<file path="config.mk">
export PLATFORM = sky130hd
export DESIGN_NAME = udma_eth_frame_tx_ctrl
export DESIGN_NICKNAME = d
export VERILOG_FILES = /design/src/rtl/udma_eth_frame_pkg.sv /design/src/rtl/udma_eth_frame_word2byte.sv /design/src/rtl/udma_eth_frame_tx_ctrl.sv
export SDC_FILE = /design/constraint.sdc
export NUM_CORES = 1
export LEC_CHECK = 0
export CAP_MARGIN = 20
export CORE_MARGIN = 2
export CORE_UTILIZATION = 30
export DETAILED_ROUTE_END_ITERATION = 10
export PLACE_DENSITY = 0.52
export SYNTH_ARGS = -nofsm -noshare
export SYNTH_HDL_FRONTEND = slang
export SYNTH_SLANG_ARGS = --single-unit
</file>
<file path="constraint.sdc">
create_clock -name clk_i -period 4.4 [get_ports clk_i]
set_input_delay 0.88 -clock clk_i [delete_from_list [all_inputs] [get_ports clk_i]]
set_output_delay 0.88 -clock clk_i [all_outputs]
set_load 0.03 [all_outputs]
</file>
<file path="src/rtl/udma_eth_frame_pkg.sv">
// Shared types and constants for the uDMA ethernet-frame TX path.
// Bit positions are shared with the TX register block.
package udma_eth_frame_pkg;

  typedef enum logic [1:0] {
    IDLE,
    REQ,
    WAIT,
    SEND
  } tx_state_e;

  localparam int BYTES_PER_WORD = 4;

  localparam int EN_BIT   = 4;
  localparam int CLR_BIT  = 6;
  localparam int CONT_BIT = 0;

endpackage

</file>
<file path="src/rtl/udma_eth_frame_word2byte.sv">
// 32-to-8 unpacker: holds one L2 word and hands it out LSB byte first.
// Valid drops after the 4th byte or when the frame's last byte is taken.
module udma_eth_frame_word2byte
  import udma_eth_frame_pkg::*;
(
  input  logic        clk_i,
  input  logic        rst_i,
  input  logic        load_i,
  input  logic [31:0] word_i,
  input  logic        flush_i,
  input  logic        last_i,
  input  logic        tx_ready_i,
  output logic        tx_valid_o,
  output logic [7:0]  tx_data_o,
  output logic        hs_o,
  output logic        idx_last_o
);

  logic [31:0] word_q;
  logic [1:0]  idx_q;
  logic        valid_q;

  assign hs_o       = valid_q & tx_ready_i;
  assign idx_last_o = idx_q == 2'(BYTES_PER_WORD - 1);
  assign tx_valid_o = valid_q;
  assign tx_data_o  = valid_q ? word_q[{idx_q, 3'b000} +: 8] : '0;

  always_ff @(posedge clk_i or posedge rst_i) begin
    if (rst_i) begin
      word_q  <= '0;
      idx_q   <= '0;
      valid_q <= 1'b0;
    end else if (flush_i) begin
      valid_q <= 1'b0;
    end else if (load_i) begin
      word_q  <= word_i;
      idx_q   <= '0;
      valid_q <= 1'b1;
    end else if (hs_o) begin
      idx_q <= idx_q + 2'd1;
      if (idx_last_o || last_i) valid_q <= 1'b0;
    end
  end

endmodule

</file>
<file path="src/rtl/udma_eth_frame_tx_ctrl.sv">
// TX transfer engine: fetches L2 words one request at a time and
// streams them as bytes, with a one-deep queue for a second start.
module udma_eth_frame_tx_ctrl
  import udma_eth_frame_pkg::*;
#(
  parameter int L2_AWIDTH_NOAL = 12,
  parameter int TRANS_SIZE     = 16
) (
  input  logic                      clk_i,
  input  logic                      rst_i,
  input  logic [L2_AWIDTH_NOAL-1:0] cfg_startaddr_i,
  input  logic [TRANS_SIZE-1:0]     cfg_size_i,
  input  logic                      cfg_continuous_i,
  input  logic                      cfg_en_i,
  input  logic                      cfg_clr_i,
  output logic                      cfg_en_o,
  output logic                      cfg_pending_o,
  output logic [L2_AWIDTH_NOAL-1:0] cfg_curr_addr_o,
  output logic [TRANS_SIZE-1:0]     cfg_bytes_left_o,
  output logic                      data_req_o,
  output logic [L2_AWIDTH_NOAL-1:0] data_addr_o,
  input  logic                      data_gnt_i,
  input  logic                      data_valid_i,
  input  logic [31:0]               data_i,
  output logic [7:0]                tx_data_o,
  output logic                      tx_valid_o,
  input  logic                      tx_ready_i,
  output logic                      tx_last_o
);

  localparam int AW = L2_AWIDTH_NOAL;
  localparam int SW = TRANS_SIZE;

  tx_state_e     state_q, state_d;
  logic [AW-1:0] addr_q, addr_d, base_q, base_d;
  logic [AW-1:0] sh_addr_q, sh_addr_d;
  logic [SW-1:0] left_q, left_d, size_q, size_d;
  logic [SW-1:0] sh_size_q, sh_size_d;
  logic          cont_q, cont_d, sh_cont_q, sh_cont_d;
  logic          pend_q, pend_d, drain_q, drain_d;

  logic          en_ok, go_next, launch;
  logic          load, hs, idx_last, end_byte;
  logic [AW-1:0] start_al, nx_addr;
  logic [SW-1:0] nx_size;
  logic          nx_cont;

  assign start_al = cfg_startaddr_i & ~AW'(3);
  assign en_ok    = cfg_en_i & ~cfg_clr_i
                  & (cfg_size_i != '0);
  assign go_next  = pend_q | en_ok;
  // A start arriving this cycle supersedes the queued one.
  assign nx_addr  = en_ok ? start_al : sh_addr_q;
  assign nx_size  = en_ok ? cfg_size_i : sh_size_q;
  assign nx_cont  = en_ok ? cfg_continuous_i : sh_cont_q;
  assign end_byte = left_q == SW'(1);
  assign load     = (state_q == WAIT) & data_valid_i
                  & ~cfg_clr_i;

  udma_eth_frame_word2byte u_w2b (
    .clk_i      (clk_i),
    .rst_i      (rst_i),
    .load_i     (load),
    .word_i     (data_i),
    .flush_i    (cfg_clr_i),
    .last_i     (end_byte),
    .tx_ready_i (tx_ready_i),
    .tx_valid_o (tx_valid_o),
    .tx_data_o  (tx_data_o),
    .hs_o       (hs),
    .idx_last_o (idx_last)
  );

  always_comb begin
    state_d   = state_q;
    addr_d    = addr_q;
    base_d    = base_q;
    left_d    = left_q;
    size_d    = size_q;
    cont_d    = cont_q;
    sh_addr_d = sh_addr_q;
    sh_size_d = sh_size_q;
    sh_cont_d = sh_cont_q;
    pend_d    = pend_q;
    drain_d   = drain_q;
    launch    = 1'b0;
    if (cfg_clr_i) begin
      state_d = IDLE;
      addr_d  = '0;
      left_d  = '0;
      pend_d  = 1'b0;
      // A granted read still owes us one data beat.
      drain_d = (drain_q & ~data_valid_i)
              | ((state_q == WAIT) & ~data_valid_i)
              | ((state_q == REQ) & data_gnt_i);
    end else begin
      if (en_ok && (state_q != IDLE || drain_q)) begin
        sh_addr_d = start_al;
        sh_size_d = cfg_size_i;
        sh_cont_d = cfg_continuous_i;
        pend_d    = 1'b1;
      end
      unique case (state_q)
        IDLE: begin
          if (drain_q) drain_d = ~data_valid_i;
          else         launch  = go_next;
        end
        REQ: begin
          if (data_gnt_i) begin
            addr_d  = addr_q + AW'(BYTES_PER_WORD);
            state_d = WAIT;
          end
        end
        WAIT: begin
          if (data_valid_i) state_d = SEND;
        end
        SEND: begin
          if (hs) begin
            left_d = left_q - SW'(1);
            if (end_byte) begin
              if (go_next) begin
                launch = 1'b1;
              end else if (cont_q) begin
                addr_d  = base_q;
                left_d  = size_q;
                state_d = REQ;
              end else begin
                state_d = IDLE;
              end
            end else if (idx_last) begin
              state_d = REQ;
            end
          end
        end
        default: state_d = IDLE;
      endcase
      if (launch) begin
        addr_d  = nx_addr;
        base_d  = nx_addr;
        left_d  = nx_size;
        size_d  = nx_size;
        cont_d  = nx_cont;
        pend_d  = 1'b0;
        state_d = REQ;
      end
    end
  end

  always_ff @(posedge clk_i or posedge rst_i) begin
    if (rst_i) begin
      state_q   <= IDLE;
      addr_q    <= '0;
      base_q    <= '0;
      left_q    <= '0;
      size_q    <= '0;
      cont_q    <= 1'b0;
      sh_addr_q <= '0;
      sh_size_q <= '0;
      sh_cont_q <= 1'b0;
      pend_q    <= 1'b0;
      drain_q   <= 1'b0;
    end else begin
      state_q   <= state_d;
      addr_q    <= addr_d;
      base_q    <= base_d;
      left_q    <= left_d;
      size_q    <= size_d;
      cont_q    <= cont_d;
      sh_addr_q <= sh_addr_d;
      sh_size_q <= sh_size_d;
      sh_cont_q <= sh_cont_d;
      pend_q    <= pend_d;
      drain_q   <= drain_d;
    end
  end

  assign cfg_en_o         = state_q != IDLE;
  assign cfg_pending_o    = pend_q;
  assign cfg_curr_addr_o  = addr_q;
  assign cfg_bytes_left_o = left_q;
  assign data_req_o       = state_q == REQ;
  assign data_addr_o      = data_req_o ? addr_q : '0;
  assign tx_last_o        = tx_valid_o & end_byte;

endmodule

</file>
======== After elaboration in Yosys (flattened, before gate mapping) ========
Index checks and enable logic that the tools add are counted.
operators by class
  divide/modulo/power cells ............... 0
  equal/unequal tests ..................... 13
  add/subtract/negate cells ............... 3
  shift operators ......................... 1
  mux-type cells .......................... 48
  reduce and logical (&&, ||, !) cells .... 23
  bitwise gates (word level) .............. 14
  $lt $le $gt $ge ......................... 0
  $mul .................................... 0
operator list
  kind                                                                     number
  16-bit 2-to-1 mux                                                        8
  12-bit 2-to-1 mux                                                        9
  32-bit by 6-bit indexed part select with 8-bit output                    1
  12-bit one-hot mux with 2 select lines                                   1
  2-bit 2-to-1 mux                                                         10
  1-bit 2-to-1 mux                                                         17
  16-bit by 1-bit equality test with 1-bit output, second input constant   1
  4-bit inequality test, second input constant                             4
  16-bit nonzero test                                                      1
  16-bit by 1-bit subtractor with 16-bit output, second input constant     1
  3-bit nonzero test                                                       5
  12-bit by 3-bit adder with 12-bit output, second input constant          1
  2-bit AND reduction                                                      6
  6-bit AND reduction                                                      2
  1-bit bitwise AND                                                        9
  8-bit 2-to-1 mux                                                         1
  2-bit equality test, second input constant                               3
  2-bit one-hot mux with 3 select lines                                    1
  2-bit nonzero test                                                       3
  5-bit by 4-bit inequality test with 1-bit output, second input constant  1
  5-bit inequality test, second input constant                             1
  5-bit nonzero test                                                       1
  4-bit by 2-bit inequality test with 1-bit output, second input constant  1
  4-bit by 3-bit inequality test with 1-bit output, second input constant  1
  9 further kinds                                                          13
storage, ports and cells
  bits in read-only memories .............. 0
  memories ................................ 0
  register bits after elaboration ......... 123
  latch bits .............................. 0
  output and inout bits ................... 53
  memory bits (writable) .................. 0
  logic and storage cells ................. 116
  input bits .............................. 68

======== Longest topological paths before layout ========
  depth after elaboration ................. 11
  mapped depth ............................ 9
  depth with buffers taken out ............ 8

======== Hierarchy ========
Synthesis repeated with hierarchy kept, for this count alone.
second synthesis, totals
  cells, all modules ...................... 586
  area, all modules ....................... 6483.7 µm²
by module, submodules not included
  module                    area an instance (µm²)  seq. area each (µm²)  cells an instance  times used
  udma_eth_frame_tx_ctrl    4742.0                  2102.0                471                1
  udma_eth_frame_word2byte  1741.7                  875.8                 115                1

======== Worst setup path before layout ========
Ideal clock, no wire load.
  kind .................................... in2reg
  start point ............................. input port cfg_size_i[7]
  end point ............................... register left_q[0] (netlist: cfg_bytes_left_o[0])
  stages .................................. 6
  setup slack ............................. 1.261 ns
  arrival ................................. 3.045 ns
  cell sequence ........................... or4_1 -> o41a_1 -> or4b_1 -> buf_2 -> a311o_1 -> a221oi_2
between the ends
  cells in the longest elaborated chain, start to end .. 10
  elaborated cells between the ends (all ways) .. 19
  those cells by class .................... 13 x mux; 2 x bitwise; 4 x reduce/logical
ends and longest elaborated chain
  element                                                             RTL line                       text
  start, declared                                                     udma_eth_frame_tx_ctrl.sv:12   input logic [TRANS_SIZE-1:0] cfg_size_i,
  16-bit nonzero test *                                               udma_eth_frame_tx_ctrl.sv:50   & (cfg_size_i != '0);
  1-bit bitwise AND *                                                 udma_eth_frame_tx_ctrl.sv:50
  1-bit OR                                                            udma_eth_frame_tx_ctrl.sv:51   assign go_next = pend_q | en_ok;
  1-bit 2-to-1 mux                                                    udma_eth_frame_tx_ctrl.sv:121  if (go_next) begin
  1-bit 2-to-1 mux                                                    udma_eth_frame_tx_ctrl.sv:120  if (end_byte) begin
  1-bit 2-to-1 mux                                                    udma_eth_frame_tx_ctrl.sv:118  if (hs) begin
  1-bit one-hot mux with 2 select lines                               udma_eth_frame_tx_ctrl.sv:103  unique case (state_q)
  1-bit 2-to-1 mux                                                    udma_eth_frame_tx_ctrl.sv:87   if (cfg_clr_i) begin
  3-bit nonzero test (no line) or 16-bit 2-to-1 mux (tied branches)   n/a
  2-bit AND reduction (no line) or 16-bit 2-to-1 mux (tied branches)  n/a
  end signal, assigned                                                udma_eth_frame_tx_ctrl.sv:166  left_q <= left_d;
  end, declared                                                       udma_eth_frame_tx_ctrl.sv:37   logic [SW-1:0] left_q, left_d, size_q, size_d;
Every way passes the cells marked *; elsewhere a longest branch is shown, timed or not. The select of a mux whose other input is x is not followed.
A chain may end at the register's enable or synchronous reset.

======== Worst setup path after layout ========
  start point ............................. register left_q[6] (netlist: cfg_bytes_left_o[6])
  end point ............................... output port tx_last_o
between the ends
  cells in the longest elaborated chain, start to end .. 2
ends and longest elaborated chain
  element                                          RTL line                       text
  16-bit by 1-bit equality test with 1-bit output  udma_eth_frame_tx_ctrl.sv:56   assign end_byte = left_q == SW'(1);
  1-bit bitwise AND                                udma_eth_frame_tx_ctrl.sv:183  assign tx_last_o = tx_valid_o & end_byte;
  end, declared                                    udma_eth_frame_tx_ctrl.sv:28   output logic tx_last_o
No other way between the ends.

==> impl_results.md <==
- Status: finished clean
- Net Switching: 2.37 mW
- WL met3: 1120 microns
- Reg2reg setup slack: 1.27 ns
- Cell area after synthesis: 6580 sq um
- First-pass GRT wire length: 30,400 microns
- Drt wl/cell: 18.3 microns
- EDFF count, synth: 0
- Inst Count DP: 1,014
- Seq/Total Area, Yosys: 0.453
- Crit Reg-Reg Startpoint: state_q[1]$_DFFE_PP0P_
- Leakage: 3.55 nW
- Startpoint types: flop
- Slew Limit Fails: 0
- # setup viols final: 0
- Crit-path max FO: 8
- Share of cells above drive strength 1: 0.178
- Routed wl met2: 8810 microns
- Crit path from: cfg_bytes_left_o[6]$_DFFE_PP0P_
- Clk_lat worst skew: 0.42 ns
- RSZ-0062 raised after global routing: no
- Total Routing Usage GR: 0.166
- Worst slew pin tran: 0.964 ns
- Yosys top cell area share: 0.453
- Crit end category: output pin
- Commonest cells post-synth: dfrtp_1 (119), mux2_2 (61), nand2_1 (54), nor2_1 (53), a21oi_1 (36)
- Clock power frac: 0.229
- Worst clock skew: 0.00479 ns
- Clock buffer count from CTS: 17
- Reg2reg path depth: 9
- Worst hold margin: 0.493 ns
- PD cells: 688 nW/um^2
- Period utilisation layout: 0.857
- Drt drc: 0
- Most frequent cell after synthesis: dfrtp_1
- Clock sink total: 119
- Top cells by area, synth: dfrtp_1 (45%), mux2_2 (10%), nand2_1 (3.1%)
- Final Power: 5.97 mW
- CP required: 3.52 ns
- Hold Crit Class: reg2reg
- Clk slew on worst S/H paths: 0.06 ns
- Core area: 21,700 sq um
- Vias per cell: 5.29
- Clock Tree Root: clkbuf_16
- Pre-CTS setup slack: 0.455 ns
- Achievable Freq: 265 MHz
- Min cycle time layout: 3.77 ns
- Comb power frac: 0.427
- H-tree depth: 4
- Netlist cell types: 66
- Post-synthesis register bit count: 119
- Hold-fix buffers, CTS: 0
- VDD IR-drop max: 0.405 mV
- First DRT Iteration DRCs: 375
- Vias: 5,542
- Initial antenna violation count: 1
- CP arrival: 2.89 ns
- Die height: 152 microns
- Die width: 152 microns
- Synth Area per Inst: 10.3 sq um
- Number of global-route vias before repair: 5,379
- Num ports: 121
- Cell internal pwr: 3.60 mW
- Gpl congestion: 0.839
- Grt total ovfl: 0
- Cts repair resizes: 0
- Sw frac: 0.397
- Area growth, synth to finish: 32.0%
- Relative slew slack: 0.354
- Clock Path Buffers: 2
- Non-filler cells, final: 1,047
- Buffers on Ports: 114
- Synth Warn #: 0
- Setup TNS: 0 ns
- # Post-CTS Setup Buffers: 0
- Sequential cell fraction of total power: 0.344
- Die Area: 23,100 sq um
- Final Hold Viols: 0
- # rows: 54
- Critical path endpoint: tx_last_o
- Final WL: 19,200 microns
- # nets final: 830
- Post-DP HPWL: 13,800 microns
- FFs w/ async S/R, synth: 1.00
- Worst R2R End: cfg_curr_addr_o[7]$_DFFE_PP0P_
- Top layer in use: met4
- Largest net degree at the start of global routing: 71
- Starting density of the core: 0.303
- Critical path type: reg2out
- CTS tree: done
- ANT nets after route: 0
- Iteration count of the initial detailed-routing pass: 5
- Maxcap violations: 0
- Main synth FF type: dfrtp_1
- Syn Inst Count: 640
- Worst setup margin: 0.630 ns
- Post-synth top area cell: dfrtp_1
- Metal-1 WL: 8850 microns
## area by class of cell
class                   count  area (sq um)
fillers                  2101         13000
multi-input cells         469          3380
flip-flops and latches    119          2980
repair buffers            136          1340
clock buffers              18           439
well taps                 280           350
clock inverters            14           140
inverters                  10          40.0
diodes                      1          2.50
## per-layer routing
metal,vias to the layer above,global-route usage
li1,2580,-
met1,2715,0.228
met2,217,0.255
met3,30,0.0374
met4,0,0.0632
met5,-,0
## kinds of logic after synthesis
| logic type | after synthesis | synth area share |
|---|---|---|
| muxes | 89 | 0.162 |
| other | 1 | 0.000570 |
| DFF | 119 | 0.453 |
| and+or+nand+nor | 211 | 0.169 |
| buffers and inverters | 55 | 0.0352 |
| AOI/OAI and AO/OA | 143 | 0.146 |
| adders and majority gates | 9 | 0.0171 |
| xor gates and xnor gates | 13 | 0.0173 |
## worst max-delay path, stage by stage (launching register included)
cell	delay, ns
dfrtp_1	0.49
nor4_1	0.31
buf_4	0.18
nand4b_1	0.19
nor3_1	0.42
and2_1	0.18
clkdlybuf4s50_1	0.69
## sequential cells by signal, indices dropped and copies added (netlist names)
name and flops:
u_w2b.word_q 32, base_q 10, size_q 16, u_w2b.idx_q 2, drain_q 1, cont_q 1
sh_size_q 16, sh_addr_q 10, cfg_curr_addr_o 10, cfg_pending_o 1, state_q 2, cfg_bytes_left_o 16
u_w2b.tx_valid_o 1, sh_cont_q 1
## per-stage QoR
stage	instance area (sq um)	util
3_3_place_gp	8100	0.373
6_report	8680	0.400
4_1_cts	8680	0.400
3_5_place_dp	8100	0.373
2_1_floorplan	6590	-
5_1_grt	8680	0.400
## worst min path at each step
stage / from / to / depth (start not counted)
floorplan: drain_q$_DFFE_PP0P_ / drain_q$_DFFE_PP0P_ / 1
global placement: drain_q$_DFFE_PP0P_ / drain_q$_DFFE_PP0P_ / 1
detailed placement: drain_q$_DFFE_PP0P_ / drain_q$_DFFE_PP0P_ / 1
CTS: drain_q$_DFFE_PP0P_ / drain_q$_DFFE_PP0P_ / 1
global route: sh_size_q[7]$_DFFE_PP0P_ / sh_size_q[7]$_DFFE_PP0P_ / 1
finish: drain_q$_DFFE_PP0P_ / drain_q$_DFFE_PP0P_ / 1
## cells in the final DEF (no fill, tap or decap), drive strengths merged, types with 20 or more instances in the layout
cell and instances:
dfrtp 119, and2 22, clkdlybuf4s50 114, buf 22
nor2 53, mux2 61, o21ai 33, nand2 54
a21oi 36, mux2i 20
## power groups by stage
| stage | Sequential (mW) | Clock, mW | Combinational (mW) |
|---|---|---|---|
| 2_1_floorplan | 2.04 | 0 | 1.66 |
| 3_3_place_gp | 2.04 | 0 | 2.49 |
| 3_5_place_dp | 2.07 | 0 | 2.54 |
| 4_1_cts | 2.05 | 1.39 | 2.55 |
| 5_1_grt | 2.13 | 1.45 | 2.77 |
| 6_report | 2.06 | 1.37 | 2.55 |
Note: power is estimated with default switching activity, not from simulation.
